[src/rtl/seg7_scan_mux_pkg.sv]
// -----------------------------------------------------------------------------
// seg7_scan_mux_pkg
// Shared constants and the hex glyph helper for the 7-segment scan driver.
//   KILO / MEGA : frequency scaling helpers
//   SEG_BLANK   : all segments dark (active-low)
//   hex_glyph() : 4-bit nibble -> {g,f,e,d,c,b,a} active-low segment pattern
// -----------------------------------------------------------------------------
package seg7_scan_mux_pkg;

    localparam int KILO = 32'd1_000;
    localparam int MEGA = 32'd1_000_000;

    localparam logic [6:0] SEG_BLANK = 7'h7F;

    // Full hex glyph set; letters b and d are lower-case so they differ from 8 and 0.
    function automatic logic [6:0] hex_glyph(input logic [3:0] nib);
        logic [6:0] g;
        case (nib)
            4'h0:    g = 7'h40;
            4'h1:    g = 7'h79;
            4'h2:    g = 7'h24;
            4'h3:    g = 7'h30;
            4'h4:    g = 7'h19;
            4'h5:    g = 7'h12;
            4'h6:    g = 7'h02;
            4'h7:    g = 7'h78;
            4'h8:    g = 7'h00;
            4'h9:    g = 7'h10;
            4'hA:    g = 7'h08;
            4'hB:    g = 7'h03;
            4'hC:    g = 7'h46;
            4'hD:    g = 7'h21;
            4'hE:    g = 7'h06;
            4'hF:    g = 7'h0E;
            default: g = SEG_BLANK;
        endcase
        return g;
    endfunction

endpackage

[src/rtl/seg7_hex_decoder.sv]
// -----------------------------------------------------------------------------
// seg7_hex_decoder
// Combinational hex nibble to active-low 7-segment pattern.
//   i_nibble : 4-bit hex value
//   o_seg    : {CG,CF,CE,CD,CC,CB,CA}, active-low
// -----------------------------------------------------------------------------
module seg7_hex_decoder
    import seg7_scan_mux_pkg::*;
(
    input  logic [3:0] i_nibble,
    output logic [6:0] o_seg
);

    // Pure table lookup.
    always_comb begin
        o_seg = hex_glyph(i_nibble);
    end

endmodule

[src/rtl/seg7_scan_mux.sv]
// -----------------------------------------------------------------------------
// seg7_scan_mux
// Time-multiplexed driver for a common-anode 7-segment bank. One digit is
// selected per slot; within a slot an 8-step phase counter provides PWM
// brightness. Adds per-digit enable, decimal point, blink and leading-zero
// blanking. All pin outputs come from one register stage.
//   clk, reset  : single clock, synchronous active-high reset
//   digits      : hex nibble per digit, [3:0] = digit 0 (rightmost)
//   dp          : decimal point request per digit, 1 = lit
//   digit_en    : 1 = digit may light
//   blink_mask  : 1 = digit dark during blink off-phase
//   lzb         : leading-zero blanking enable
//   brightness  : 0 = 1/8 duty .. 7 = full duty
//   seg, DP, AN : active-low cathodes / decimal point / anodes
// -----------------------------------------------------------------------------
module seg7_scan_mux
    import seg7_scan_mux_pkg::*;
#(
    parameter int CLK_FREQ_HZ = 100_000_000,
    parameter int NUM_DIGITS  = 8,
    parameter int REFRESH_HZ  = 1000,
    parameter int BLINK_HZ    = 2
) (
    input  logic                    clk,
    input  logic                    reset,
    input  logic [4*NUM_DIGITS-1:0] digits,
    input  logic [NUM_DIGITS-1:0]   dp,
    input  logic [NUM_DIGITS-1:0]   digit_en,
    input  logic [NUM_DIGITS-1:0]   blink_mask,
    input  logic                    lzb,
    input  logic [2:0]              brightness,
    output logic [6:0]              seg,
    output logic                    DP,
    output logic [NUM_DIGITS-1:0]   AN
);

    localparam int SUB_RAW    = CLK_FREQ_HZ / (REFRESH_HZ * NUM_DIGITS * 8);
    localparam int SUB        = (SUB_RAW < 1) ? 1 : SUB_RAW;
    localparam int BLINK_RAW  = CLK_FREQ_HZ / (2 * BLINK_HZ);
    localparam int BLINK_HALF = (BLINK_RAW < 1) ? 1 : BLINK_RAW;

    localparam logic [31:0] SUB_LAST   = 32'(SUB - 1);
    localparam logic [31:0] BLINK_LAST = 32'(BLINK_HALF - 1);
    localparam logic [2:0]  IDX_LAST   = 3'(NUM_DIGITS - 1);

    logic [31:0]           r_sub_cnt;
    logic [2:0]            r_phase;
    logic [2:0]            r_idx;
    logic [31:0]           r_blink_cnt;
    logic                  r_blink_on;

    logic [NUM_DIGITS-1:0] w_lzblank;
    logic [3:0]            w_nibble;
    logic                  w_sel_en;
    logic                  w_sel_bm;
    logic                  w_sel_lz;
    logic                  w_sel_dp;
    logic [NUM_DIGITS-1:0] w_an_sel;
    logic                  w_lit;
    logic [6:0]            w_glyph;

    // Scan counters: sub-step -> phase -> digit index.
    always_ff @(posedge clk) begin
        if (reset) begin
            r_sub_cnt <= 32'd0;
            r_phase   <= 3'd0;
            r_idx     <= 3'd0;
        end else if (r_sub_cnt == SUB_LAST) begin
            r_sub_cnt <= 32'd0;
            r_phase   <= r_phase + 3'd1;
            if (r_phase == 3'd7) begin
                r_idx <= (r_idx == IDX_LAST) ? 3'd0 : (r_idx + 3'd1);
            end else begin
                r_idx <= r_idx;
            end
        end else begin
            r_sub_cnt <= r_sub_cnt + 32'd1;
            r_phase   <= r_phase;
            r_idx     <= r_idx;
        end
    end

    // Free-running blink timebase, independent of the scan.
    always_ff @(posedge clk) begin
        if (reset) begin
            r_blink_cnt <= 32'd0;
            r_blink_on  <= 1'b1;
        end else if (r_blink_cnt == BLINK_LAST) begin
            r_blink_cnt <= 32'd0;
            r_blink_on  <= ~r_blink_on;
        end else begin
            r_blink_cnt <= r_blink_cnt + 32'd1;
            r_blink_on  <= r_blink_on;
        end
    end

    // Leading-zero blank: walk from the leftmost digit while all nibbles seen are zero.
    always_comb begin
        logic v_all_zero;
        v_all_zero = 1'b1;
        w_lzblank  = '0;
        for (int k = NUM_DIGITS - 1; k >= 0; k--) begin
            v_all_zero = v_all_zero & (digits[4*k +: 4] == 4'd0);
            if (k > 0) begin
                w_lzblank[k] = lzb & v_all_zero;
            end else begin
                w_lzblank[k] = 1'b0;
            end
        end
    end

    // Select the per-digit controls for the digit currently being scanned.
    always_comb begin
        w_nibble = 4'd0;
        w_sel_en = 1'b0;
        w_sel_bm = 1'b0;
        w_sel_lz = 1'b0;
        w_sel_dp = 1'b0;
        w_an_sel = '1;
        for (int k = 0; k < NUM_DIGITS; k++) begin
            if (r_idx == 3'(k)) begin
                w_nibble    = digits[4*k +: 4];
                w_sel_en    = digit_en[k];
                w_sel_bm    = blink_mask[k];
                w_sel_lz    = w_lzblank[k];
                w_sel_dp    = dp[k];
                w_an_sel[k] = 1'b0;
            end else begin
                w_an_sel[k] = 1'b1;
            end
        end
    end

    // Brightness compares against the live phase so a change takes effect next cycle.
    always_comb begin
        w_lit = w_sel_en & ~(w_sel_bm & ~r_blink_on) & ~w_sel_lz & (r_phase <= brightness);
    end

    seg7_hex_decoder u_dec (
        .i_nibble (w_nibble),
        .o_seg    (w_glyph)
    );

    // Single output register stage; anode and cathodes always change together so a dark slot cannot ghost.
    always_ff @(posedge clk) begin
        if (reset) begin
            AN  <= '1;
            seg <= SEG_BLANK;
            DP  <= 1'b1;
        end else if (w_lit) begin
            AN  <= w_an_sel;
            seg <= w_glyph;
            DP  <= ~w_sel_dp;
        end else begin
            AN  <= '1;
            seg <= SEG_BLANK;
            DP  <= 1'b1;
        end
    end

endmodule

[config.mk]
export PLATFORM = sky130hd
export DESIGN_NAME = seg7_scan_mux
export DESIGN_NICKNAME = d
export VERILOG_FILES = /design/src/rtl/seg7_scan_mux_pkg.sv /design/src/rtl/seg7_hex_decoder.sv /design/src/rtl/seg7_scan_mux.sv
export SDC_FILE = /design/constraint.sdc
export NUM_CORES = 1
export LEC_CHECK = 0
export BUFFER_PORTS_ARGS = -buffer_cell sky130_fd_sc_hd__buf_2
export CELL_PAD_IN_SITES_DETAIL_PLACEMENT = 1
export CELL_PAD_IN_SITES_GLOBAL_PLACEMENT = 1
export CORE_MARGIN = 5
export CORE_UTILIZATION = 46
export DETAILED_ROUTE_END_ITERATION = 12
export PLACE_DENSITY_LB_ADDON = 0.1
export SETUP_SLACK_MARGIN = 0.15
export SYNTH_ARGS = -nofsm -noshare
export SYNTH_HDL_FRONTEND = slang
export SYNTH_SLANG_ARGS = --single-unit
[constraint.sdc]
create_clock -name clk -period 8.5 [get_ports clk]
set_clock_uncertainty 0.1 [all_clocks]
set_input_delay 1.7 -clock clk [delete_from_list [all_inputs] [get_ports clk]]
set_output_delay 1.7 -clock clk [all_outputs]
set_load 0.01 [all_outputs]
=== Word-level counts from Yosys, hierarchy flattened ===
Memory sizes are Yosys's and may differ from the RTL's. A register that Yosys moved wholly into a read port is not among the register bits.
Index checks and enable logic that the tools add are counted.

* Flip-flop bits (word level): 80
* Latch bits: 0
* RAM bits: 0
* ROM bits: 112
* Input bits: 62
* Output and inout port bits: 16
* Word-level logic and storage cells: 105
* Memories: 1

{| class="wikitable"
|+ Memory list
! name !! depth !! bits a word !! read ports !! clocked after memory_dff !! wr ports !! RTL line !! text
|-
| (name not given) || 16 || 7 || 1 || 1 || 0 || seg7_scan_mux_pkg.sv:18 || <nowiki>case (nib)</nowiki>
|}

* Add/sub/neg operators: 4
* Multiply operators: 0
* Divide/modulo/power cells: 0
* Order comparisons: 1
* Equal/unequal tests: 10
* Shift operators: 0
* Multiplexer cells: 48
* Bitwise operators: 22
* Reduce and logical (&&, ||, !) cells: 12

{| class="wikitable"
|+ Operators by type and width
! kind !! count
|-
| adder 32 x 1 -> 32 bit, second input constant || 2
|-
| two-way mux 1 bit || 39
|-
| equality test 32 x 11 -> 1 bit, second input constant || 1
|-
| equality test 32 x 25 -> 1 bit, second input constant || 1
|-
| two-way mux 4 bit || 8
|-
| logical NOT 4 bit || 7
|-
| AND 1 bit || 17
|-
| equality test 3 bit, second input constant || 5
|-
| adder 3 x 1 -> 3 bit, second input constant || 2
|-
| equality test 3 x 2 -> 1 bit, second input constant || 2
|-
| OR reduction 2 bit || 3
|-
| inverter 1 bit || 5
|-
| equality test 3 x 1 -> 1 bit, second input constant || 1
|-
| less-or-equal comparator 3 bit || 1
|-
| logical NOT 3 bit || 1
|-
| two-way mux 3 bit || 1
|-
| AND reduction 2 bit || 1
|}

=== Longest topological paths before layout ===
* Depth in word-level cells: 20
* Mapped depth: 14
* Gate-level depth less buffers: 11

=== By module ===
A second synthesis with hierarchy kept.

* Cells, all modules: 568
* Area, all modules: 4788.3 µm²

{| class="wikitable"
|+ By module, submodules not included
! module !! instances !! cells an instance !! area an instance (µm²) !! sequential area each (µm²)
|-
| seg7_scan_mux || 1 || 533 || 4540.6 || 1741.7
|-
| seg7_hex_decoder || 1 || 35 || 247.7 || 0.0
|}

=== Worst setup path before layout ===
No wires, ideal clock.

* Path type: input port to flip-flop
* Start: input brightness[1]
* End: register AN[0]
* Setup time: 127 ps
* Arrival: 3373 ps
* Data required time: 8273 ps
* Path slack: 4899 ps
* Cell stages on the path: 9
* Path buffers: 1
* Path through: inv_1 ha_1 nor2b_1 o21ai_0 a32oi_1 or4_1 nor3_2 buf_4 nand3_1

* Word-level cells in the longest chain between the ends: 4

{| class="wikitable"
|+ Ends and longest elaborated chain
! element !! RTL line !! text
|-
| start, declared || seg7_scan_mux.sv:31 || <nowiki>input logic [2:0] brightness,</nowiki>
|-
| less-or-equal comparator 3 bit || seg7_scan_mux.sv:136 || <nowiki>w_lit = w_sel_en & ~(w_sel_bm & ~r_blink_on) & ~w_sel_lz & (r_phase <= brightness);</nowiki>
|-
| AND 1 bit || seg7_scan_mux.sv:136 ||
|-
| inverter 1 bit (no line) || n/a ||
|-
| OR reduction 2 bit (no line) || n/a ||
|-
| end signal, assigned || seg7_scan_mux.sv:151 || <nowiki>AN <= w_an_sel;</nowiki>
|-
| end, declared || seg7_scan_mux.sv:34 || <nowiki>output logic [NUM_DIGITS-1:0] AN</nowiki>
|}

No other way between the ends.
A chain may end at the register's enable or synchronous reset.

=== Final worst setup path ===
* Start: input brightness[1]
* End: register seg[4]

* Word-level cells in the longest chain between the ends: 4

{| class="wikitable"
|+ Ends and longest elaborated chain
! element !! RTL line !! text
|-
| less-or-equal comparator 3 bit || seg7_scan_mux.sv:136 ||
|-
| AND 1 bit || seg7_scan_mux.sv:136 ||
|-
| inverter 1 bit (no line) || n/a ||
|-
| OR reduction 2 bit (no line) || n/a ||
|-
| end, declared || seg7_scan_mux.sv:32 || <nowiki>output logic [6:0] seg,</nowiki>
|}

No other way between the ends.

==> results.md <==
- Setup violations, final: 0
- CTS Hold Bufs: 0
- Synth Cell Area: roughly 4700 um2
- Worst vdd ir: 0.109 mV
- Total wire length: between 10000 and 15000 um
- CTS tree: done
- Worst Path Required: between 8 and 9 ns
- Fraction of layout cells with a size suffix above 1: roughly 17%
- CTS max path bufs: 2
- Core area: roughly 10000 um2
- Area grow syn2layout: 12.4%
- DR pass1 iterations: 4
- Vias per inst: 5.50
- Die W: 111 um
- CTS buffer count: 9
- Unrepaired setup endpoints after global routing: false
- Status: finished clean
- Clk slew on worst S/H paths: roughly 0.090 ns
- H-tree levels: 3
- Layer with the highest usage: met2
- Total power: between 0.7 and 0.8 mW
- Largest net degree at the start of global routing: 33
- Critical Path Fanout Max: 14
- DRT antenna net count: 0
- IO Pins: 78
- Syn Nets: around 630
- Vias in the first global route: 4277
- Worst EP arrival: between 4 and 5 ns
- Crit Path Category: input port to flip-flop
- Post-synth EDFFs: 0
- Final Cycle Share: 46.5%
- Remaining Overflow, GRT: 0
- Post-DR wirelength/cell: approximately 16 um
- #FFs+latches synth: 87
- Root Buffer: clkbuf_8
- Cells after Synth: 551
- Nets: 698
- Max Clk Rate: roughly 0.25 GHz
- Yosys warns: 0
- First-pass GRT wire length: 20400 um
- Full die area: 12400 um2
- Total Routing Usage GR: 19.4%
- Global-route met1 utilization: 24.4%
- Clock Sinks: 87
- Distinct cells, synth: 62
- Max-slew violation count: 0
- Pre-CTS setup slack: 4.12 ns
- Min-delay worst type: flip-flop to flip-flop
- Predominant post-synthesis flop cell: dfxtp_1
- Post-CTS Setup Inserts: 0
- DRC Markers: 0
- Port Buffers: 77
- Slew @ Worst Pin: between 1 and 1.5 ns
- Pleak: 1.98 nW
- Met2 usage: 34.1%
- Post-synthesis sequential area ratio: around 37%
- PD cells: 138 nW/um2
- # rows: 37
- Initial drt markers: between 150 and 200
- Crit path launch type: input port
- Relative slew slack: 28.1%
- Initial Utilization: 46.5%
- Async SR Flop Fraction: 0%
- Routed vias: 4160
- Worst setup EP type: flip-flop
- CTS resizes: 0
- Synth Area per Inst: 8.55 um2
- # diodes: 0
- Fin crit period: 3.95 ns
- Final Hold Viols: 0
- TNS Setup: 0 ns
- Worst-Skew Late Latency: about 0.35 ns
- Die Span Y: 111 um
- GP Congestion: 0.894
- Initial antenna violation count: 0
- Max-cap violations: 0
- Post-DP HPWL: around 9000 um
- Setup WS post-layout: 4.55 ns
- Met3 Use GR: 3.98%
==> logic make-up (layout without fill, tap and decap cells) <==
group                      after synthesis  count (layout)  share of synthesized area, %
AOI/OAI and AO/OA                       71              71                          12.3
xor gates and xnor gates                58              58                          10.8
adders and majority gates               20              20                          5.31
buffers and inverters                   49             119                          5.15
DFF                                     87              87                          37.0
muxes                                    7               7                          1.49
and+or+nand+nor                        259             259                          28.0
==> final cells by class <==
cell class / count / area (um2)
clock inverter: 5 / 33.8
fill: 1257 / 4840
timing repair buffer: 77 / 385
multi-input combinational: 415 / 2730
tap: 136 / 170
sequential: 87 / 1740
clock buffer: 11 / 141
inverter: 26 / 97.6
==> power breakdown <==
part	internal (mW)	total, mW	switching, mW
Clock	0.114	0.261	0.148
Sequential	0.412	0.415	0.00323
Combinational	0.0240	0.0547	0.0306
==> path summary, 6_finish.rpt <==
path / cells after the start / endpoint / start / slack, ns
min: 1 / r_blink_cnt[0]$_SDFF_PP0_ / r_blink_cnt[0]$_SDFF_PP0_ / 0.37
min reg2reg: 1 / r_blink_cnt[0]$_SDFF_PP0_ / r_blink_cnt[0]$_SDFF_PP0_ / 0.37
max reg2reg: 11 / seg[3]$_SDFF_PP1_ / r_idx[2]$_SDFFE_PP0P_ / 4.68
max: 9 / seg[4]$_SDFF_PP1_ / brightness[1] / 4.55
==> state kept, by name (all words and copies together) (netlist names) <==
name / count
AN: 8
DP: 1
r_blink_cnt: 32
r_blink_on: 1
r_idx: 3
r_phase: 3
r_sub_cnt: 32
seg: 7
==> cell usage in the layout, fill, tap and decap left out, types with 3 or more instances in the layout <==
master,count
and3_1,10
nor4b_1,4
nand2_1,46
ha_1,20
buf_2,77
a221o_1,6
nand2b_1,6
nor3_1,10
a21o_1,3
inv_1,26
mux2i_1,7
a21oi_1,15
nor2b_1,7
dfxtp_1,87
clkbuf_8,10
nand4_1,15
nor2_1,85
or2_2,3
o211ai_1,4
or3_1,6
xnor2_1,26
a221oi_1,6
o21ai_0,10
nor4_1,15
xor2_1,32
nand3_1,33
==> routing by layer <==
| layer | vias up | routed length (um) | share of wire, % |
|---|---|---|---|
| met1 | 1995 | 5600 | 47 |
| met2 | 90 | 5710 | 48 |
| met4 | 0 | 116 | 0.97 |
| met5 | - | 0 | 0 |
| li1 | 2066 | - | - |
| met3 | 9 | 578 | 4.8 |
==> cell usage after synthesis, drive strengths merged (2+ instances only) <==
master,count,area (um2)
o2111ai,2,17.5
a221o,6,60.1
a221oi,6,52.6
o21ai,11,55.1
xor2,32,280
and4b,2,20.0
nand4,15,93.8
a22oi,2,15.0
nor2,85,319
nand2b,6,37.5
or2,5,31.3
nand2,46,173
a21oi,15,75.1
nor3b,2,15.0
clkbuf,4,15.0
nor4,18,149
nor4b,4,35.0
a31oi,2,12.5
nor2b,7,43.8
ha,20,250
a21o,3,22.5
o211ai,5,42.5
mux2i,7,70.1
or4,3,26.3
a311oi,4,58.8
and3,10,62.6
dfxtp,87,1740
xnor2,26,228
buf,19,130
or3,6,37.5
and4,2,17.5
o311ai,3,26.3
nand3,34,175
inv,26,97.6
a2111oi,4,73.8
nor3,11,60.1
==> worst max-delay path, stage by stage <==
cell and delay (ns):
buf_2 0.08, inv_1 0.05, ha_1 0.30, nor2b_1 0.13
o21ai_0 0.14, a32oi_1 0.07, or4_1 0.54, nor3_2 0.76
o221ai_1 0.25
==> stage by stage <==
step | area [um2] | hold WS (ns) | instances | util, %
after detailed placement | 5120 | 0.357 | 741 | 50.5
final | 5300 | 0.367 | 757 | 52.2
after CTS | 5300 | 0.378 | 757 | 52.2
after global routing | 5300 | 0.414 | 757 | 52.2
after floorplan | 4710 | 0.330 | 551 | -
after global placement | 5120 | 0.342 | 741 | 50.5
Power figures use the tool's default switching activity.
